===== src/rtl/ntt_vec_ctrl_pkg.sv =====
// ntt_vec_ctrl_pkg
//   Shared constants for the NTT vector controller: polynomial length,
//   coefficient and address widths, WAIT time-out length and FSM state
//   encodings.
package ntt_vec_ctrl_pkg;

    localparam int KYBER_N     = 256;
    localparam int COEF_W      = 12;
    localparam int ADDR_W      = 8;
    localparam int POLY_W      = 3;
    localparam int TIMEOUT_CYC = 4;

    localparam logic [ADDR_W-1:0] LAST_COEF = ADDR_W'(KYBER_N - 1);

    localparam int STATE_W = 3;

    // State encodings (legacy-compatible constants).
    localparam logic [STATE_W-1:0] ST_IDLE  = 3'd0;
    localparam logic [STATE_W-1:0] ST_LOAD  = 3'd1;
    localparam logic [STATE_W-1:0] ST_START = 3'd2;
    localparam logic [STATE_W-1:0] ST_WAIT  = 3'd3;
    localparam logic [STATE_W-1:0] ST_RD    = 3'd4;
    localparam logic [STATE_W-1:0] ST_HOLD  = 3'd5;
    localparam logic [STATE_W-1:0] ST_NEXT  = 3'd6;

endpackage


===== src/rtl/ntt_vec_ctrl.sv =====
// ntt_vec_ctrl
//   Sequences a vector of cmd_k polynomials through an external NTT engine:
//   for each polynomial it streams 256 coefficients into the engine RAM,
//   pulses eng_start, waits for eng_done, then streams the 256 results out.
//
// Ports
//   clk, rst_n                      clock, asynchronous active-low reset
//   cmd_valid/cmd_ready             command handshake (cmd_mode, cmd_k)
//   in_valid/in_ready/in_data       coefficient load stream
//   out_valid/out_ready/out_data    result stream, out_last on the final
//                                   coefficient of the final polynomial
//   eng_start/eng_mode              engine kick-off and direction
//   eng_done/eng_busy               engine status
//   eng_we/eng_addr/eng_din/eng_dout engine coefficient RAM port
//   busy, err                       command in progress / error pulse
//   dbg_state                       current FSM state
//
// Handshakes: a transfer happens on a rising edge where valid and ready are
// both high; a source holds valid and its payload steady until that edge,
// and ready never depends on valid of the same channel.
module ntt_vec_ctrl
    import ntt_vec_ctrl_pkg::*;
#(
    parameter int MAX_K = 4
) (
    input  logic                 clk,
    input  logic                 rst_n,
    input  logic                 cmd_valid,
    output logic                 cmd_ready,
    input  logic                 cmd_mode,
    input  logic [2:0]           cmd_k,
    input  logic                 in_valid,
    output logic                 in_ready,
    input  logic [COEF_W-1:0]    in_data,
    output logic                 out_valid,
    input  logic                 out_ready,
    output logic [COEF_W-1:0]    out_data,
    output logic                 out_last,
    output logic                 eng_start,
    output logic                 eng_mode,
    input  logic                 eng_done,
    input  logic                 eng_busy,
    output logic                 eng_we,
    output logic [ADDR_W-1:0]    eng_addr,
    output logic [COEF_W-1:0]    eng_din,
    input  logic [COEF_W-1:0]    eng_dout,
    output logic                 busy,
    output logic                 err,
    output logic [STATE_W-1:0]   dbg_state
);

    localparam logic [POLY_W-1:0] MAX_K_W   = POLY_W'(MAX_K);
    localparam logic [1:0]        TO_LAST   = 2'(TIMEOUT_CYC - 1);

    logic [STATE_W-1:0] state_q,    state_d;
    logic               mode_q,     mode_d;
    logic [POLY_W-1:0]  k_q,        k_d;
    logic [POLY_W-1:0]  poly_q,     poly_d;
    logic [ADDR_W-1:0]  coef_q,     coef_d;
    logic [1:0]         wait_cnt_q, wait_cnt_d;
    logic               hold_new_q, hold_new_d;
    logic [COEF_W-1:0]  out_data_q, out_data_d;
    logic               err_q,      err_d;

    always_ff @(posedge clk or negedge rst_n) begin
        if (!rst_n) begin
            state_q    <= ST_IDLE;
            mode_q     <= 1'b0;
            k_q        <= '0;
            poly_q     <= '0;
            coef_q     <= '0;
            wait_cnt_q <= '0;
            hold_new_q <= 1'b0;
            out_data_q <= '0;
            err_q      <= 1'b0;
        end else begin
            state_q    <= state_d;
            mode_q     <= mode_d;
            k_q        <= k_d;
            poly_q     <= poly_d;
            coef_q     <= coef_d;
            wait_cnt_q <= wait_cnt_d;
            hold_new_q <= hold_new_d;
            out_data_q <= out_data_d;
            err_q      <= err_d;
        end
    end

    always_comb begin
        state_d    = state_q;
        mode_d     = mode_q;
        k_d        = k_q;
        poly_d     = poly_q;
        coef_d     = coef_q;
        wait_cnt_d = wait_cnt_q;
        hold_new_d = 1'b0;
        out_data_d = out_data_q;
        err_d      = 1'b0;

        cmd_ready  = 1'b0;
        in_ready   = 1'b0;
        eng_we     = 1'b0;
        eng_addr   = '0;
        eng_din    = '0;
        eng_start  = 1'b0;
        eng_mode   = 1'b0;
        out_valid  = 1'b0;
        out_data   = out_data_q;
        out_last   = 1'b0;

        case (state_q)
            ST_IDLE: begin
                cmd_ready = 1'b1;
                if (cmd_valid) begin
                    // Illegal counts are consumed but only raise err.
                    if ((cmd_k == '0) || (cmd_k > MAX_K_W)) begin
                        err_d = 1'b1;
                    end else begin
                        mode_d  = cmd_mode;
                        k_d     = cmd_k;
                        poly_d  = '0;
                        coef_d  = '0;
                        state_d = ST_LOAD;
                    end
                end
            end

            ST_LOAD: begin
                in_ready = 1'b1;
                eng_addr = coef_q;
                eng_we   = in_valid;
                eng_din  = in_data;
                if (in_valid) begin
                    coef_d = coef_q + 1'b1;   // wraps to 0 after the last one
                    if (coef_q == LAST_COEF) begin
                        state_d = ST_START;
                    end
                end
            end

            ST_START: begin
                eng_start  = 1'b1;
                eng_mode   = mode_q;
                wait_cnt_d = '0;
                state_d    = ST_WAIT;
            end

            ST_WAIT: begin
                if (eng_done) begin
                    wait_cnt_d = '0;
                    state_d    = ST_RD;
                end else if (!eng_busy) begin
                    // An engine that is neither busy nor done for
                    // TIMEOUT_CYC cycles in a row is treated as dead.
                    if (wait_cnt_q == TO_LAST) begin
                        wait_cnt_d = '0;
                        err_d      = 1'b1;
                        state_d    = ST_IDLE;
                    end else begin
                        wait_cnt_d = wait_cnt_q + 1'b1;
                    end
                end else begin
                    wait_cnt_d = '0;
                end
            end

            ST_RD: begin
                eng_addr   = coef_q;
                hold_new_d = 1'b1;
                state_d    = ST_HOLD;
            end

            ST_HOLD: begin
                out_valid = 1'b1;
                // The RAM word addressed in RD arrives during the first HOLD
                // cycle; it is shown directly then and captured, because the
                // RAM output moves on once eng_addr returns to 0.
                if (hold_new_q) begin
                    out_data   = eng_dout;
                    out_data_d = eng_dout;
                end
                out_last = (coef_q == LAST_COEF) && (poly_q == k_q - 1'b1);
                if (out_ready) begin
                    coef_d  = coef_q + 1'b1;
                    state_d = (coef_q == LAST_COEF) ? ST_NEXT : ST_RD;
                end
            end

            ST_NEXT: begin
                poly_d = poly_q + 1'b1;
                if (poly_q + 1'b1 == k_q) begin
                    state_d = ST_IDLE;
                end else begin
                    coef_d  = '0;
                    state_d = ST_LOAD;
                end
            end

            default: begin
                state_d = ST_IDLE;
            end
        endcase
    end

    assign busy      = (state_q != ST_IDLE);
    assign err       = err_q;
    assign dbg_state = state_q;

endmodule

===== config.mk =====
export PLATFORM = sky130hd
export DESIGN_NAME = ntt_vec_ctrl
export DESIGN_NICKNAME = d
export VERILOG_FILES = /design/src/rtl/ntt_vec_ctrl_pkg.sv /design/src/rtl/ntt_vec_ctrl.sv
export SDC_FILE = /design/constraint.sdc
export NUM_CORES = 1
export LEC_CHECK = 0
export ABC_AREA = 1
export BUFFER_PORTS_ARGS = -buffer_cell sky130_fd_sc_hd__buf_2
export CORE_UTILIZATION = 44
export DETAILED_ROUTE_END_ITERATION = 10
export PLACE_DENSITY = 0.76
export SLEW_MARGIN = 30
export SYNTH_ARGS = -nofsm -noshare
export SYNTH_HDL_FRONTEND = slang
export SYNTH_SLANG_ARGS = --single-unit

===== constraint.sdc =====
create_clock -name clk -period 1.5 [get_ports clk]
set_input_delay 0.075 -clock clk [delete_from_list [all_inputs] [get_ports clk]]
set_output_delay 0.075 -clock clk [all_outputs]
set_load 0.01 [all_outputs]

# ---- Word level (Yosys, flattened, before mapping)
# Index checks and enable logic that the tools add are counted.
dict set report op_classes {
  shifts 0
  reduce_logical 13
  n_eq_ne 18
  n_mux 42
  addsub 4
  multipliers 0
  n_lt_le_gt_ge 1
  div 0
  bitwise 1
}
# cell count
set ops {}
lappend ops {{$mux 8} 6}
lappend ops {{$mux 12} 3}
lappend ops {{$pmux 8 s4} 1}
lappend ops {{$mux 3} 10}
lappend ops {{$pmux 3 s7} 1}
lappend ops {{$mux 1} 14}
lappend ops {{$ne 2x2->1 const B} 6}
lappend ops {{$eq 3x3->1 const B} 3}
lappend ops {{$add 8x1->8 const B} 1}
lappend ops {{$eq 8x8->1 const B} 1}
lappend ops {{$mux 2} 4}
lappend ops {{$reduce_and 7->1} 1}
lappend ops {{$eq 3x2->1 const B} 2}
lappend ops {{$eq 3x3->1} 2}
lappend ops {{$logic_not 3->1} 2}
lappend ops {{$ne 3x3->1 const B} 2}
lappend ops {{$pmux 3 s2} 1}
lappend ops {{$reduce_and 3->1} 2}
lappend ops {{$reduce_and 6->1} 1}
lappend ops {{$pmux 2 s2} 1}
lappend ops {{$reduce_bool 2->1} 2}
lappend ops {{$reduce_bool 4->1} 1}
lappend ops {{$add 3x1->3 const B} 1}
lappend ops {{$eq 3x1->1 const B} 1}
lappend ops {{10 further kinds} 10}
dict set report totals {
  output_inout_bits 44
  latch_bits 0
  memories 0
  input_bits 35
  romBits 0
  ram_bits 0
  word_cells 88
  register_bits 34
}

# ---- Logic depth before layout (Yosys ltp)
# Gate-level depths: netlist of run 1.
dict set report depth {
  word_depth 5
  ltp_mapped 10
}

# ---- Worst setup path before layout of run 1
# Ideal clock, no wire load.
dict set report synth_timing {
  kind {reg-to-reg}
  startpoint {register state_q[1], in the netlist dbg_state[1]}
  endpoint {register out_data_q[0]}
  setup_ns 0.133
  stages_incl_launch_ff 7
  t_required_ns 1.367
  arrival_ns 1.403
  slack_ns -0.036
  path_cell_list {dfrtp_1 inv_2 nand2_1 nor2_2 nand2_1 buf_6 mux2_4}
}
dict set report synth_via {
  elab_chain_len 2
}
# element line
set synth_lines {}
lappend synth_lines {{from (decl)} ntt_vec_ctrl.sv:55} ;# logic [STATE_W-1:0] state_q, state_d;
lappend synth_lines {{from (signal assigned)} ntt_vec_ctrl.sv:77} ;# state_q <= state_d;
lappend synth_lines {{$eq 3x3->1} -}
lappend synth_lines {{$mux 12} -}
lappend synth_lines {{named net out_data[0]} ntt_vec_ctrl.sv:37} ;# output logic [COEF_W-1:0] out_data,
lappend synth_lines {{to (signal assigned)} ntt_vec_ctrl.sv:84} ;# out_data_q <= out_data_d;
lappend synth_lines {{to (decl)} ntt_vec_ctrl.sv:62} ;# logic [COEF_W-1:0] out_data_q, out_data_d;
# The timed path passes the listed nets, and every way through them passes these cells.
# A chain may end at the register's enable or synchronous reset.

# ---- Final worst setup path of run 1
dict set report layout_timing {
  startpoint {register state_q[2], in the netlist dbg_state[2]}
  endpoint {output port out_data[11]}
}
dict set report layout_via {
  elab_chain_len 2
}
# element line
set layout_lines {}
lappend layout_lines {{$eq 3x3->1} ntt_vec_ctrl.sv:111} ;# case (state_q)
lappend layout_lines {{$mux 12} ntt_vec_ctrl.sv:111}
lappend layout_lines {{to (decl)} ntt_vec_ctrl.sv:37}
# No other way between the ends.

==> flow_metrics.tcl, run 1 <==
set metrics [dict create \
    synth_edf_count 0 \
    cts.clk_slew.worst_paths_ns 0.07 \
    grt_max_degree 19 \
    cts_max_path_buffers 2 \
    holdWs_ns 0.0375 \
    worst_setup_path_start_kind "flop" \
    ys_types 25 \
    max_slew.worst_pin.slew_ns 0.426 \
    hpwl_um 3800 \
    fillers 330 \
    area_delta_synth_final_pct 55.5 \
    gp_congestion 0.865 \
    wl_per_cell_um 12.5 \
    grt_setup_unrepaired "true" \
    place_area_mm2 0.00266 \
    slew_viol_final 0 \
    vias_per_cell 4.84 \
    slew-limit-headroom 0.716 \
    post-route-period-util 1.14 \
    synth_seq_cells 34 \
    ir_drop_uv 711 \
    h-tree-depth 2 \
    drt-initial-drc-count 118 \
    dr_total_vias 2124 \
    cts_made_buffers 5 \
    floorplan.die.height_um 70.0 \
    die_w_um 70.0 \
    drive_gt1_frac 0.424 \
    cts_root_buf "clkbuf_8" \
    antenna_found_initial 0 \
    grt.total_usage 0.219 \
    io_pins 79 \
    grt_pass1_wl_um 8530 \
    outcome "finished with violations" \
    finClkSkew_ns 0.00398 \
    synth_nets 308 \
    rows 24 \
    drt_first_pass_iters 4 \
    critical-path-max-stage-delay_ns 0.39 \
    crit_slowest_cell "dfrtp_1" \
    p_per_area_mw_per_mm2 1500 \
    drt-total-wl_um 5470 \
    violations "negative setup slack" \
    layout_min_cycle_time_ns 1.71 \
    drc 0 \
    initial_utilization 0.463 \
    synthArstFlopShare 1.00 \
    antenna_cells 0 \
    syn-cell-area_mm2 0.00203 \
    fmax_mhz 585 \
    worstSetupPathType "flop to output port" \
    coreArea_mm2 0.00438 \
    hp-class "input port to flop" \
    multiInputGateArea_mm2 0.00110 \
    grt_pass1_vias 1917 \
    ys_seq_area_frac 0.419 \
    setup-violations-final 44 \
    gr-total-overflow 0 \
    dieArea_mm2 0.00489 \
    postSynthCellCount 269 \
    clkLatencyLatePin_ns 0.29 \
    synth_area_per_cell_um2 7.55 \
    p_leak_nw 1.76 \
    worstPathRequired_ns 1.42 \
    drv_cap 0 \
    crit_arrival_ns 1.63 \
    hold_viol 0 \
    cp-end-kind "output port" \
    antenna_left 0 \
    synth_flop_cell "dfrtp_1" \
    critPathMaxFanout 7 \
    io_buffer_count 78 \
    yosys_warnings 0 \
    cts_num_sinks 34 \
    fin_area_mm2 0.00316 \
    cp_cell_sequence "inv_2 -> nor2_4 -> nand2_4 -> buf_16 -> mux2_2 -> buf_6" \
    cts_tree "yes" \
    register_area_um2 851 \
    final_nets 425 \
    power_mw 4.73 \
    setup_ws_ns -0.209 \
]
## logic make-up after synthesis
group | share of synthesized area
flops | 0.419
simple gates | 0.297
xor+xnor | 0.0216
fa+ha+maj | 0.0246
buf+inv | 0.103
mux | 0.0850
compound gates | 0.0493
## metrics by stage
step	TNS, ns	std cells	utilization	worst slack [ns]
floorplan	-0.441	269	-	-0.0359
global placement	-0.275	416	0.606	-0.0369
detailed placement	-0.689	416	0.606	-0.0882
CTS	-4.91	434	0.689	-0.214
global route	-7.78	439	0.721	-0.260
finish	-4.18	439	0.721	-0.209
## state kept, by name, summed over array words and instances, names as in the netlist
register / flops
mode_q: 1
err: 1
dbg_state: 3
coef_q: 8
out_data_q: 12
wait_cnt_q: 2
hold_new_q: 1
poly_q: 3
k_q: 3
## critical path, delay by kind of cell (launching register included)
family	cells	cell delay, ns
buffers and inverters	3	0.42
DFF	1	0.39
muxes	1	0.35
and+or+nand+nor	2	0.18
## cells in the final DEF (no fill, tap or decap), drive strengths merged, types with 2 or more instances in the layout
| cell | n |
|---|---|
| dfrtp | 34 |
| nand2 | 63 |
| nand3 | 27 |
| xor2 | 3 |
| ha | 4 |
| xnor2 | 2 |
| o22ai | 2 |
| bufinv | 2 |
| nor2 | 45 |
| clkbuf | 5 |
| mux2 | 12 |
| o21ai | 12 |
| inv | 49 |
| a21oi | 4 |
| nand4 | 4 |
| buf | 113 |
## report_power, final
group	internal, mW	switching, mW	total (mW)	leakage, nW
logic	1.37	1.10	2.47	1.28
registers	1.15	0.0888	1.24	0.404
clock network	0.666	0.358	1.02	0.0683
total	3.18	1.55	4.73	1.76
## per-layer routing
metal | vias up | GRT usage | part of all wire
met5 | - | 0 | 0
met1 | 973 | 0.255 | 0.42
met3 | 7 | 0.0491 | 0.058
li1 | 1072 | - | -
met4 | 0 | 0.0644 | 0.0088
met2 | 72 | 0.400 | 0.51
## synthesized netlist by cell type, types with 2 or more instances
cell      n  area, um^2
nand3_1  26         130
nor2_2    3        18.8
nor2_1   41         154
o21ai_0  11        55.1
nand4_1   4        25.0
nand2_1  63         236
inv_2     4        15.0
mux2_4   10         150
o22ai_1   2        12.5
dfrtp_1  34         851
a21oi_1   4        20.0
ha_1      4        50.1
xor2_1    3        26.3
inv_1    45         169
xnor2_1   2        17.5
buf_2     3        15.0
mux2_2    2        22.5
## layout make-up
cell class | instances | area share
sequential | 34 | 0.269
clock inverter | 3 | 0.0218
clock buffer | 5 | 0.0218
timing repair buffer | 114 | 0.257
tap | 52 | 0.0206
inverter | 49 | 0.0606
multi-input combinational | 182 | 0.350
## timing repair
action                                 4_1_cts  5_1_grt
endpoints found under the hold margin       16        0
pin swaps                                    2        8
cloned                                       1        0
resized for setup                           28       25
buffers inserted                             8       10
setup endpoints to repair                   42       61
hold buffers                                 1        0
## worst paths after layout
kind	start	endpoint	slack [ns]	cells past startpoint
hold / removal	eng_dout[0]	out_data_q[0]	0.04	2
hold reg to reg	out_data_q[0]	out_data_q[0]	0.51	1
setup / recovery	dbg_state[2]	out_data[11]	-0.21	6
max in group asynchronous	rst_n	coef_q[3]	0.82	3
setup reg to reg	poly_q[0]	coef_q[7]	-0.04	10
min in group asynchronous	rst_n	err	0.25	2
Power figures use the tool's default switching activity.
==> run 2, diff against run 1 <==
--- a/config.mk
+++ b/config.mk
@@ -9,7 +9,7 @@
 export BUFFER_PORTS_ARGS = -buffer_cell sky130_fd_sc_hd__buf_2
 export CORE_UTILIZATION = 44
 export DETAILED_ROUTE_END_ITERATION = 10
-export PLACE_DENSITY = 0.76
+export PLACE_DENSITY_LB_ADDON = 0.15
 export SLEW_MARGIN = 30
 export SYNTH_ARGS = -nofsm -noshare
 export SYNTH_HDL_FRONTEND = slang
==> run 2 against run 1 <==
Net effect:
- the run still ends with negative setup slack left
- wire length grew 17%
- sequential cell count is the same
- non-clock buffer count grew 1
- critical path depth is the same
- sequential share of layout area shrank 2.1 points
- final cell count grew 0.23%
- via count grew 5.0%
==> flow_metrics.tcl, run 2 (synthesis gave the netlist of run 1 again) <==
set metrics [dict create \
    critPathMaxFanout 12 \
    place_area_mm2 0.00266 \
    final_nets 426 \
    finClkSkew_ns 0.00253 \
    register_area_um2 851 \
    dr_total_vias 2231 \
    grt_max_degree 19 \
    drt-total-wl_um 6400 \
    gp_congestion 0.883 \
    grt.total_usage 0.233 \
    die_w_um 70.0 \
    drc 0 \
    worstPathRequired_ns 1.42 \
    fmax_mhz 582 \
    cts_made_buffers 5 \
    multiInputGateArea_mm2 0.00131 \
    ir_drop_uv 1010 \
    worst_setup_path_start_kind "flop" \
    post-route-period-util 1.15 \
    rows 24 \
    io_buffer_count 78 \
    setup_ws_ns -0.220 \
    area_delta_synth_final_pct 68.8 \
    gr-total-overflow 0 \
    grt_pass1_wl_um 8850 \
    hold_viol 0 \
    hp-class "input port to flop" \
    largest_register_ffs 12 \
    drv_cap 0 \
    wl_per_cell_um 14.5 \
    tns_ns -5.12 \
    fin_area_mm2 0.00343 \
    fillers 289 \
    coreArea_mm2 0.00438 \
    drt-initial-drc-count 152 \
    violations "negative setup slack" \
    layout_min_cycle_time_ns 1.72 \
    utilization 0.783 \
    power_mw 4.66 \
    top_regs "out_data_q x12, coef_q x8" \
    floorplan.die.height_um 70.0 \
    antenna_found_initial 0 \
    slew-limit-headroom 0.699 \
    initial_utilization 0.463 \
    max_slew.worst_pin.slew_ns 0.451 \
    cts_tree "yes" \
    dieArea_mm2 0.00489 \
    grt_setup_unrepaired "true" \
    cp-end-kind "output port" \
    h-tree-depth 2 \
    clkLatencyLatePin_ns 0.29 \
    drive_gt1_frac 0.513 \
    p_leak_nw 1.82 \
    setup-violations-final 37 \
    cts_max_path_buffers 2 \
    cts_num_sinks 34 \
    slew_viol_final 0 \
    drt_first_pass_iters 5 \
    vias_per_cell 5.07 \
    p_per_area_mw_per_mm2 1360 \
    hpwl_um 3860 \
    crit_arrival_ns 1.64 \
    worstSetupPathType "flop to output port" \
    regMostFlops "out_data_q" \
    outcome "finished with violations" \
    final_common_cell "buf_2" \
    antenna_cells 0 \
    antenna_left 0 \
    holdWs_ns 0.0318 \
    cts.clk_slew.worst_paths_ns 0.08 \
    io_pins 79 \
    final_cell_mix "buf_2 (58), nand2_1 (50), inv_1 (41), dfrtp_1 (34), buf_4 (26)" \
    cts_root_buf "clkbuf_8" \
    grt_pass1_vias 2006 \
]
## run 2: cell types whose count changed in the layout (fill, tap and decap cells not counted), moves of 9 or more
cell,previous run,this run
nand3_1,24,11
nand3_2,1,13
nor2_4,5,16
buf_6,16,25
nor2_1,33,24
## run 2: critical path, cell delays in order (launching register included)
cell	delay, ns
dfrtp_1	0.43
inv_4	0.11
nor2_4	0.14
nand2_2	0.07
buf_12	0.15
mux2_4	0.32
buf_6	0.12
## run 2: metal layers
layer | wire, um | GRT usage | up-vias
met1 | 2600 | 0.279 | 1049
met3 | 377 | 0.0491 | 14
met2 | 3280 | 0.406 | 91
met4 | 144 | 0.0889 | 0
met5 | 0 | 0 | -
li1 | - | - | 1077
## run 2: power breakdown
part | switching [mW] | leakage, nW | internal (mW)
Clock | 0.370 | 0.0683 | 0.666
Combinational | 1.13 | 1.35 | 1.26
Sequential | 0.0951 | 0.404 | 1.15
## run 2: metrics by stage
| step | instances | setup slack, ns |
|---|---|---|
| floorplan | 269 | -0.0359 |
| global placement | 416 | -0.0364 |
| detailed placement | 416 | -0.0813 |
| CTS | 434 | -0.224 |
| global route | 440 | -0.293 |
| finish | 440 | -0.220 |
## run 2: final cells by class
class                           instances  area share
Clock buffer                            5      0.0201
Inverter                               49      0.0573
Multi-Input combinational cell        182       0.381
Sequential cell                        34       0.248
Timing Repair Buffer                  115       0.254
Clock inverter                          3      0.0201
Tap cell                               52      0.0190
## run 2: what timing repair did
action | in CTS | in global routing
hold endpoints to repair | 16 | 0
gates resized for setup | 44 | 74
buffers inserted | 9 | 11
pin swaps | 6 | 20
endpoints found under the setup margin | 42 | 55
hold buffers | 1 | 0
## run 2: final timing paths
path / to / cells past startpoint / startpoint / slack [ns]
min: out_data_q[3] / 2 / eng_dout[3] / 0.03
min in group asynchronous: coef_q[5] / 2 / rst_n / 0.26
min reg2reg: out_data_q[9] / 1 / out_data_q[9] / 0.50
max: out_data[1] / 6 / dbg_state[2] / -0.22
max reg2reg: coef_q[5] / 7 / dbg_state[0] / -0.02
max in group asynchronous: poly_q[2] / 3 / rst_n / 0.80
